**src/rtl/synch_ctrl.sv**
```systemverilog
// Receiver synchronizer sequencer: IDLE -> COARSE -> FINE -> PASS -> DONE, all outputs registered (1-cycle latency).
// Optional lock timeout built only when SYNCH_CTRL_TIMEOUT_EN is defined; downstream backpressure via out_ack.
module synch_ctrl #(
    parameter int FRAME_LEN = 240,
    parameter int TMO_LEN   = 4096
) (
    input  logic       CLK_I,
    input  logic       RST_I,
    input  logic       CYC_I,
    input  logic       STB_I,
    input  logic       coarse_det,
    input  logic       fine_det,
    input  logic       out_ack,
    output logic       nfrm_rst,
    output logic       coarse_ena,
    output logic       fine_ena,
    output logic       pass_ena,
    output logic [9:0] samp_cnt,
    output logic       frame_done,
    output logic       timeout,
    output logic [2:0] state
);
    typedef enum logic [2:0] {
        IDLE   = 3'd0,
        COARSE = 3'd1,
        FINE   = 3'd2,
        PASS   = 3'd3,
        DONE   = 3'd4
    } state_t;

    localparam logic [9:0] SAMP_LAST = 10'(FRAME_LEN - 1);

    state_t     state_q, state_d;
    logic       cyc_prev, cyc_low_seen, cyc_rise;
    logic [9:0] samp_d;
    logic       nfrm_d, tmo_hit, tmo_clr, tmo_take;

    // A frame may only start after CYC_I has been seen low since reset.
    assign cyc_rise = CYC_I & ~cyc_prev & cyc_low_seen;

    always_comb begin
        state_d  = state_q;
        samp_d   = samp_cnt;
        nfrm_d   = 1'b0;
        tmo_clr  = 1'b0;
        tmo_take = 1'b0;
        case (state_q)
            IDLE: begin
                if (cyc_rise) begin
                    state_d = COARSE;
                    nfrm_d  = 1'b1;
                    tmo_clr = 1'b1;
                end
            end
            COARSE, FINE: begin
                if (!CYC_I) begin
                    state_d = IDLE;
                    samp_d  = '0;
                end else if (state_q == COARSE && coarse_det) begin
                    state_d = FINE;
                    tmo_clr = 1'b1;
                end else if (state_q == FINE && fine_det) begin
                    state_d = PASS;
                    samp_d  = '0;
                end else if (tmo_hit) begin
                    state_d  = COARSE;
                    nfrm_d   = 1'b1;
                    tmo_clr  = 1'b1;
                    tmo_take = 1'b1;
                end
            end
            PASS: begin
                if (!CYC_I) begin
                    state_d = IDLE;
                    samp_d  = '0;
                end else if (out_ack) begin
                    if (samp_cnt == SAMP_LAST) begin
                        state_d = DONE;
                        samp_d  = '0;
                    end else begin
                        samp_d = samp_cnt + 10'd1;
                    end
                end
            end
            DONE: begin
                tmo_clr = 1'b1;
                if (CYC_I) begin
                    state_d = COARSE;
                    nfrm_d  = 1'b1;
                end else begin
                    state_d = IDLE;
                end
            end
            default: state_d = IDLE;
        endcase
    end

    always_ff @(posedge CLK_I or negedge RST_I) begin
        if (!RST_I) begin
            state_q      <= IDLE;
            cyc_prev     <= 1'b0;
            cyc_low_seen <= 1'b0;
            samp_cnt     <= '0;
            nfrm_rst     <= 1'b0;
            coarse_ena   <= 1'b0;
            fine_ena     <= 1'b0;
            pass_ena     <= 1'b0;
            frame_done   <= 1'b0;
        end else begin
            state_q    <= state_d;
            cyc_prev   <= CYC_I;
            if (!CYC_I) cyc_low_seen <= 1'b1;
            samp_cnt   <= samp_d;
            nfrm_rst   <= nfrm_d;
            coarse_ena <= (state_d == COARSE);
            fine_ena   <= (state_d == FINE);
            pass_ena   <= (state_d == PASS);
            frame_done <= (state_d == DONE);
        end
    end

    assign state = state_q;

`ifdef SYNCH_CTRL_TIMEOUT_EN
    localparam logic [15:0] TMO_LAST = 16'(TMO_LEN - 1);

    logic [15:0] tmo_cnt;
    logic        stb_acc;

    assign stb_acc = STB_I & CYC_I & ((state_q == COARSE) | (state_q == FINE));
    // Fires on the accepted sample that brings the count to TMO_LEN.
    assign tmo_hit = stb_acc & (tmo_cnt >= TMO_LAST);

    always_ff @(posedge CLK_I or negedge RST_I) begin
        if (!RST_I) begin
            tmo_cnt <= '0;
            timeout <= 1'b0;
        end else begin
            timeout <= tmo_take;
            if (tmo_clr)
                tmo_cnt <= '0;
            else if (stb_acc && tmo_cnt != 16'hFFFF)
                tmo_cnt <= tmo_cnt + 16'd1;
        end
    end
`else
    logic unused_tmo;

    assign tmo_hit    = 1'b0;
    assign timeout    = 1'b0;
    assign unused_tmo = ^{STB_I, tmo_clr, tmo_take, (TMO_LEN == 0)};
`endif

endmodule

```
**config.mk**
```make
export PLATFORM = sky130hd
export DESIGN_NAME = synch_ctrl
export DESIGN_NICKNAME = d
export VERILOG_FILES = /design/src/rtl/synch_ctrl.sv
export SDC_FILE = /design/constraint.sdc
export NUM_CORES = 1
export LEC_CHECK = 0
export CAP_MARGIN = 20
export CORE_ASPECT_RATIO = 0.6
export CORE_MARGIN = 3
export CORE_UTILIZATION = 40
export DETAILED_ROUTE_END_ITERATION = 7
export GPL_TIMING_DRIVEN = 1
export PLACE_DENSITY = 0.75
export SLEW_MARGIN = 20
export SYNTH_ARGS = -nofsm -noshare
export SYNTH_HDL_FRONTEND = slang
export SYNTH_SLANG_ARGS = --single-unit
```
**constraint.sdc**
```tcl
create_clock -name CLK_I -period 1.55 [get_ports CLK_I]
set_input_delay 0.2325 -clock CLK_I [delete_from_list [all_inputs] [get_ports CLK_I]]
set_output_delay 0.2325 -clock CLK_I [all_outputs]
set_load 0.03 [all_outputs]
```
==> impl_results.md <==
* Failing checks: setup timing
* Post-synth EDFFs at 0
* Via density at about 5.9
* Final setup TNS at -937 ps
* DRT Pass-1 Iters at 5
* Antenna diodes at 0
* Mapped Cells at 103
* Async S/R FF share, synth at 100%
* Via count at around 1100
* Htree depth at 1
* Worst hold path class: in -> async
* CTS Buf Count at 3
* Largest net degree at the start of global routing at 21
* Post-CTS Hold Buffers at 0
* Final Non-Filler Cells at 192
* First-pass GRT wire length at between 5000 and 6000 µm
* Kind of critical path: reg -> reg
* Drc violations at 0
* Root buffer cell: clkbuf_8
* Peak VDD IR at between 0.0004 and 0.0005 V
* Final period utilization at 109%
* Wire length per cell at 19.0 µm
* Unrepaired setup endpoints after global routing: true
* HPWL Detailed at 2230 µm
* Final Max Slew Viols at 0
* IO Pins at 26
* Area growth, synth to finish at 64.5%
* Post-Route Skew at 6.18 ps
* Critical path's slowest cell: o31a_1
* PD cells at approximately 820 nW/µm²
* Initial core utilization at 44.7%
* Post-placement cell count at ~180
* Power, Total at 1380 µW
* WP data required at between 1500 and 2000 ps
* Worst Path Arrival at about 1800 ps
* Post-synth top cells: dfrtp_1, nor2_1, inv_1, nand2_1
* CP Capture Type: flop
* Port Buf Inserts at 23
* Nets at 171
* Chip height at about 45 µm
* Vias in the first global route at 1125
* Crit path cell chain: ha_4, nand4b_1, o31a_1, and3_1, a221o_1
* Tmin final at 1690 ps
* CTS clk-pin slew, worst paths at ~80 ps
* Fmax at 593 MHz
* Run status: complete, but fails checks
* Post-synthesis sequential area ratio at 48.8%
* Lkg Pwr at 0.000850 µW
* GP Congestion at 0.818
* Dpl ws at -347 ps
* Die width at 71.3 µm
* Num Clock Sinks at 20
* Fillers at approximately 160
* Post-Syn Area per Cell at 9.95 µm²
* Setup ws final at -137 ps
* Cell Area, Synth at 1020 µm²
* Row cnt at 13
* Area leader, netlist: dfrtp_1
* Post-synth top flop: dfrtp_1
* Worst Setup Start Kind: flop
* Largest delay contributor family on the critical path: compound AO/OA/AOI/OAI gates
* Synth Net Count at 111
* Endpoints failing setup at 16
* Critical Path Fanout Max at 6
* Total track usage at 23.0%
* Hold slack at 305 ps
* Number of library cell types mapped by synthesis at 39
* Yosys top cell area share at 48.8%
* Hold Fails Final Rpt at 0
* Crit path buf inv count at 0
* Area of the multi-input gates at 581 µm²
* Initial antenna violation count at 0
* Cell with the most instances after synthesis: dfrtp_1
* Synth top area cells: dfrtp_1, nor2_1, a21o_1
* Routed wire length at about 3600 µm
* Core ar. at 2290 µm²
* Die area at 3230 µm²
* Max-cap violations at 0
* Clock Path Buffers at 2
* Antenna-violating nets left at 0
* Area occupied by registers at 510 µm²
* CTS tree: yes
* Drt initial violations at 129
* Syn. warnings at 0
* CP max stage delay at 400 ps
* Worst-Skew Late Latency at 260 ps
* GR Overflow Total at 0
* Layout cell share with drive strength beyond 1 at 39.5%
* Synth Register Bits at 20
cell families (layout without fill, tap and decap cells):
family / after synthesis / in the layout / synth area share (%)
flops: 20 / 20 / 48.8
mux: 2 / 2 / 2.08
other cells: 1 / 1 / 0.366
fa+ha+maj: 1 / 1 / 1.22
buf+inv: 10 / 68 / 4.27
simple gates: 45 / 45 / 25.6
compound gates: 24 / 25 / 17.6
metal layers:
metal	wire length [µm]	vias up	share of wire, %	track usage [%]
li1	-	497	-	-
met1	1580	561	43	28.7
met2	1720	74	47	39.2
met3	300	8	8.2	7.33
met4	46	0	1.3	6.37
met5	0	-	0	0
worst reg2reg max path: cells and delay by family, from the launching register on:
kind                       cells  cell delay (ps)
AOI/OAI and AO/OA              2              650
DFF                            1              390
and+or+nand+nor                2              390
adders and majority gates      1              160
path summary, 6_finish.rpt:
path                         startpoint           end  slack [ps]  cells past startpoint
setup / recovery            samp_cnt[1]   samp_cnt[3]        -140                      5
max in group asynchronous         RST_I   samp_cnt[3]        1000                      2
hold / removal                    RST_I   samp_cnt[7]         310                      2
hold reg to reg            cyc_low_seen  cyc_low_seen         470                      1
min in group CLK_I                CYC_I      cyc_prev         380                      2
setup reg to reg            samp_cnt[1]   samp_cnt[3]        -140                      5
metrics by stage:
stage               util, %  instance area (µm²)
finish                 73.5                 1690
global route           73.5                 1690
CTS                    70.8                 1620
detailed placement     66.1                 1520
global placement       66.1                 1520
floorplan                 -                 1050
cell usage in the layout, fill, tap and decap left out, types with 2 or more instances in the layout:
cell type         n
buf_4            33
dlygate4sd2_1    13
nor2_1           12
dfrtp_1          12
clkdlybuf4s50_1   9
dfrtp_2           8
inv_1             6
nand2_1           5
a21o_1            4
clkbuf_8          4
nand2b_1          3
or4_1             3
and3_1            3
a22o_1            3
o21ai_0           3
nand4b_1          2
a21oi_1           2
nand4_1           2
o21ai_1           2
nand3_1           2
registers in the layout (all words and copies together), names as in the netlist:
name          cells
frame_done        1
coarse_ena        1
nfrm_rst          1
fine_ena          1
cyc_low_seen      1
samp_cnt         10
pass_ena          1
cyc_prev          1
state             3
area by class of cell:
| type | instances | area share, % |
|---|---|---|
| well taps | 30 | 2.23 |
| inverters | 7 | 1.56 |
| multi-input cells | 74 | 34.4 |
| flip-flops and latches | 20 | 30.3 |
| repair buffers | 57 | 28.2 |
| clock buffers | 4 | 3.27 |
power by group:
group	internal, µW	total [µW]	switching, µW	leakage [µW]
clock network	226	399	173	0.0000288
logic	196	414	219	0.000565
registers	546	568	21.9	0.000256
repair_timing:
| action | CTS | global route |
|---|---|---|
| pin swaps | 8 | 5 |
| gates cloned | 0 | 1 |
| resized for setup | 23 | 9 |
| hold endpoints to repair | 0 | 0 |
| endpoints found under the setup margin | 26 | 17 |
| buffers inserted | 4 | 2 |
Power figures use the tool's default switching activity.
